[src/rtl/watch2count.sv]
// Watch time (hr:min:s.ms) to flat millisecond count, start/done handshake, fixed 3-cycle latency.
// Optional `WATCH2COUNT_SATURATE_EN: an out-of-range result saturates count instead of truncating it.
module watch2count #(
    parameter int BITS = 26
) (
    input  logic            clk,
    input  logic            reset,
    input  logic            start,
    input  logic [9:0]      ms,
    input  logic [5:0]      s,
    input  logic [5:0]      min,
    input  logic [3:0]      hr,
    output logic [BITS-1:0] count,
    output logic            busy,
    output logic            done,
    output logic            err,
    output logic            ovf
);

    // 26 bits hold 15:63:63.1023, the largest value the field widths can express.
    localparam int AW = 26;
    typedef logic [AW-1:0] acc_t;

    typedef enum logic [1:0] {
        IDLE,
        HM,
        HMS,
        MSEC
    } state_t;

    state_t          state;
    acc_t            acc;
    logic [9:0]      ms_q;
    logic [5:0]      s_q;
    logic [5:0]      min_q;
    logic [3:0]      hr_q;
    logic            range_err;

    logic            in_err;
    acc_t            r;
    logic [AW+BITS-1:0] r_ext;
    logic            r_ovf;

    always_comb begin
        in_err = (ms > 10'd999) || (s > 6'd59) || (min > 6'd59);
        // acc*1000 as acc*1024 - acc*16 - acc*8
        r      = (acc << 10) - (acc << 4) - (acc << 3) + acc_t'(ms_q);
        r_ext  = {{BITS{1'b0}}, r};
        r_ovf  = |(r_ext >> BITS);
    end

    // NOTE: every register here is updated with <= so that all stages read the
    // values from before the edge; blocking assignments would chain the stages.
    always_ff @(posedge clk or posedge reset) begin
        if (reset) begin
            state     <= IDLE;
            acc       <= '0;
            ms_q      <= '0;
            s_q       <= '0;
            min_q     <= '0;
            hr_q      <= '0;
            range_err <= 1'b0;
            count     <= '0;
            busy      <= 1'b0;
            done      <= 1'b0;
            err       <= 1'b0;
            ovf       <= 1'b0;
        end else begin
            done <= 1'b0;
            case (state)
                IDLE: begin
                    if (start) begin
                        ms_q      <= ms;
                        s_q       <= s;
                        min_q     <= min;
                        hr_q      <= hr;
                        range_err <= in_err;
                        busy      <= 1'b1;
                        state     <= HM;
                    end
                end
                HM: begin
                    acc   <= (acc_t'(hr_q) << 6) - (acc_t'(hr_q) << 2) + acc_t'(min_q);
                    state <= HMS;
                end
                HMS: begin
                    acc   <= (acc << 6) - (acc << 2) + acc_t'(s_q);
                    state <= MSEC;
                end
                MSEC: begin
                    done  <= 1'b1;
                    busy  <= 1'b0;
                    err   <= range_err;
                    state <= IDLE;
                    // A rejected conversion leaves the previous count visible.
                    if (range_err) begin
                        ovf <= 1'b0;
                    end else begin
                        ovf <= r_ovf;
`ifdef WATCH2COUNT_SATURATE_EN
                        count <= r_ovf ? {BITS{1'b1}} : r_ext[BITS-1:0];
`else
                        count <= r_ext[BITS-1:0];
`endif
                    end
                end
                default: state <= IDLE;
            endcase
        end
    end

endmodule

[config.mk]
export PLATFORM = sky130hd
export DESIGN_NAME = watch2count
export DESIGN_NICKNAME = d
export VERILOG_FILES = /design/src/rtl/watch2count.sv
export SDC_FILE = /design/constraint.sdc
export NUM_CORES = 1
export LEC_CHECK = 0
export ABC_AREA = 1
export BUFFER_PORTS_ARGS = -buffer_cell sky130_fd_sc_hd__buf_2
export CORE_MARGIN = 2
export CORE_UTILIZATION = 55
export DETAILED_ROUTE_END_ITERATION = 10
export PLACE_DENSITY_LB_ADDON = 0.05
export SLEW_MARGIN = 30
export SYNTH_ARGS = -nofsm -noshare
export SYNTH_HDL_FRONTEND = slang
export SYNTH_SLANG_ARGS = --single-unit
[constraint.sdc]
create_clock -name clk -period 2.6 [get_ports clk]
set_clock_uncertainty 0.2 [all_clocks]
set_input_delay 0.39 -clock clk [delete_from_list [all_inputs] [get_ports clk]]
set_output_delay 0.39 -clock clk [all_outputs]
set_load 0.1 [all_outputs]
# Word-level counts from Yosys, hierarchy flattened
# Index checks and enable logic that the tools add are counted.
# word_totals
out_inout_bits	30
in_bits	29
reg_bits	81
word_cells	40
# op_classes
mux	6
reduce_logical	8
n_eq_ne	4
magnitude_cmp	3
bitwise_logic	1
add_sub_neg	7
# op_table
operator	count
26-bit subtractor	2
23-bit case mux with 2 select lines	1
26-bit by 10-bit adder with 26-bit output	1
23-bit by 6-bit adder with 23-bit output	1
23-bit subtractor	1
11-bit by 7-bit adder with 12-bit output	1
6-bit greater-than comparator (second input constant)	2
10-bit by 6-bit subtractor with 11-bit output	1
10-bit greater-than comparator (second input constant)	1
2-bit case mux with 4 select lines	1
2-bit AND reduction	3
2-bit == test (second input constant)	2
2-bit nonzero test	2
2-bit by 1-bit == test with 1-bit output (second input constant)	1
2-bit zero test	1
1-bit logical OR	2
1-bit 2-to-1 mux	2
2-bit 2-to-1 mux	1
2-bit inequality test (second input constant)	1
1-bit case mux with 2 select lines	1
1-bit inverter	1

# Logic depth before layout (Yosys ltp)
# logic_depth
depth_word	3
depth_mapped	14
ltp_nobuf	14

# Worst setup path after synthesis
# No wires, ideal clock.
# synth_timing
kind	register -> register
from	register acc[5]
to	register count[19]
required_time_ps	2280
n_path_buf	0
period_less_slack_ps	2386
setup_ps	120
arrival_time_ps	2066
stages_incl_launch_ff	12
slack_ps	214
cell_sequence	dfrtp_1 inv_1 fa_1 ha_1 a21oi_1 o21ai_1 nand2_1 nand3_2 nand2_1 nand3b_1 nand3_1 nand2_1
# synth_between
elab_chain_cells	3
# synth_rtl
item	line	text
start, declared	32	acc_t acc;
start signal, assigned	83	acc <= (acc_t'(hr_q) << 6) - (acc_t'(hr_q) << 2) + acc_t'(min_q);
start signal, assigned	87	acc <= (acc << 6) - (acc << 2) + acc_t'(s_q);
26-bit subtractor	47	r = (acc << 10) - (acc << 4) - (acc << 3) + acc_t'(ms_q);
26-bit subtractor (*)	47	
26-bit by 10-bit adder with 26-bit output (*)	47	
end signal, assigned	103	count <= r_ext[BITS-1:0];
end, declared	13	output logic [BITS-1:0] count,
# Mark *: on every way between the ends. The rest lies on a longest branch, timed or not.
# A chain may end at the register's enable or synchronous reset.

# Worst setup path after layout
# layout_timing
from	register acc[5]
to	register count[25]
# Same word-level chain as after synthesis.

==> reports/metrics.cfg <==
[logic_synthesis]
avgSynthCellArea_sq_um = 6.991
synthFlopType = dfrtp_1
ys_ff_latch = 81
synth_nets = 1085
yosysSeqAreaShare_pct = 29.58
synth_cell_types = 43
syn_inst = 980
netlist_area_sq_mm = 0.006852
synth-async-reset-ratio_pct = 100.0
synth_warnings = 0
synth_edf_count = 0

[critical_path]
critPathLaunchType = flip-flop
crit_type = flip-flop to flip-flop
cp.arrival_ps = 2690
endpoint_kind = flip-flop
ff2ff_setup_slack_ps = -50
crit_fanout = 4
required_ps = 2640

[timing]
layout_min_cycle_time_ps = 2648
period_share_pct = 101.9
whs_ps = 20.60
fin_ws_ps = -48.27
final-max-slew-violation-count = 0
max-slew-margin-rel_pct = 56.41
fmax_mhz = 377.6
rsz0062_at_grt = true
tightest_slew_ps = 653.9
finalSetupViolCount = 2
hold_violations = 0

[global_route]
antenna_found_initial = 0
grt_use_total_pct = 26.97
overflow = 0
grt_pass1_wl_um = 28530
grt_pass1_vias = 6199
grt_start_max_net_pins = 82

[clock_tree]
numCtsBuffers = 9
root_buffer = clkbuf_16
clk_pin_slew_ps = 70
cts_tree = built
clock_sinks = 81
clockBufferDepth = 2
clkLatencyLatePin_ps = 360
h-tree-depth = 3

[die]
initial_utilization_pct = 56.80
rows = 40
die_y_um = 115.6
die_area_sq_mm = 0.01337
core_area_sq_mm = 0.01206
ios = 59
fp.dieW_um = 115.6

[detailed_routing]
drc = 0
first_pass_iters = 5
drt-initial-drc-count = 444
detail_route.wl_per_cell_um = 14.27
num_vias = 6541
routed_via_density = 5.208
routed_wl_um = 17920
antenna_left = 0

[place]
hpwlAfterDp_um = 13220
gp_congestion = 0.9260
port_buffers = 57
place_area_sq_mm = 0.007595

[outcome]
violations = negative setup slack
status = finished, violations left

[finish]
utilization_pct = 69.27
syn_to_final_growth_pct = 21.95
nets = 1188
design_area_sq_mm = 0.008356
antennaDiodeCount = 0
drive_gt1_share_pct = 23.71
mostFrequentLayoutCells = nand2_1, inv_1, dfrtp_1
final_common_cell = nand2_1

[hold_path]
holdCritPathClass = input pin to flip-flop

[run]
maxCapViolCount = 0

==> routing by layer <==
metal	global-route usage [%]	vias up	share of wire, %
met2	45.46	164	49
met3	3.347	28	4.1
li1	-	3330	-
met4	9.524	0	1.9
met5	0	-	0
met1	36.03	3019	45
==> Yosys cell counts, types with 12 or more instances <==
cell type	instances	area, sq um
o21ai_0	39	195.2
dfrtp_1	81	2027
a21oi_1	52	260.3
fa_1	22	440.4
nand2_1	324	1216
nor2_1	65	244.0
ha_1	54	675.7
nand3_1	58	290.3
inv_2	13	48.80
o21ai_1	12	60.06
clkbuf_1	12	45.04
nand4_1	19	118.9
inv_1	130	488.0
==> what timing repair did <==
action	4_1_cts	5_1_grt
endpoints found under the setup margin	13	21
gates cloned	0	0
resized for setup	13	80
setup buffers	3	8
hold buffers	1	0
pin swaps	0	24
endpoints found under the hold margin	81	0
==> critical path, cell delays in order (launching register included) <==
cell	delay, ps
dfrtp_1	390
buf_4	160
fa_1	500
ha_4	330
nand2_4	70
nor2_4	120
inv_2	60
nor3_2	250
nand3_2	160
nand3_1	110
nand2_1	50
nand3_1	70
nand2_1	50
==> worst paths after layout <==
check,from,to,depth (start not counted)
worst max-delay path,acc[5],count[25],12
worst min register to register,count[1],count[1],2
worst max register to register,acc[5],count[25],12
worst min-delay path,s[0],s_q[0],3
max in group asynchronous,reset,acc[11],4
min in group asynchronous,reset,ms_q[9],4
==> cell type report <==
class | instances | area (sq um)
clock buffers | 9 | 225.2
clock inverters | 7 | 58.81
inverters | 144 | 544.3
repair buffers | 110 | 698.2
fillers | 1082 | 3706
well taps | 168 | 210.2
flip-flops and latches | 81 | 2034
multi-input cells | 737 | 4584
==> cells by family (layout without fill, tap and decap cells) <==
| kind of cell | count (synthesis) | after routing | synth area share (%) |
|---|---|---|---|
| simple gates | 515 | 515 | 32.78 |
| buf+inv | 162 | 270 | 9.003 |
| compound gates | 129 | 129 | 10.24 |
| flops | 81 | 81 | 29.58 |
| fa+ha+maj | 76 | 76 | 16.29 |
| xor+xnor | 16 | 16 | 2.045 |
| other cells | 1 | 1 | 0.05473 |
==> through the flow <==
step           std cells  worst slack [ps]  setup TNS (ps)
2_1_floorplan        980             214.5               0
3_3_place_gp        1228            -56.43          -194.2
3_5_place_dp        1228            -65.83          -270.4
4_1_cts             1248             4.145               0
5_1_grt             1256            -114.3          -538.0
6_report            1256            -48.27          -58.57
==> registers in the layout, summed over array words and instances, names as in the netlist <==
| signal | count |
|---|---|
| s_q | 6 |
| err | 1 |
| count | 26 |
| done | 1 |
| acc | 23 |
| state | 2 |
| min_q | 6 |
| hr_q | 4 |
| range_err | 1 |
| ms_q | 10 |
| busy | 1 |
Power is left out: the tool's default activity adds up to more than one toggle a clock period on the data nets, which glitch-free logic cannot reach.
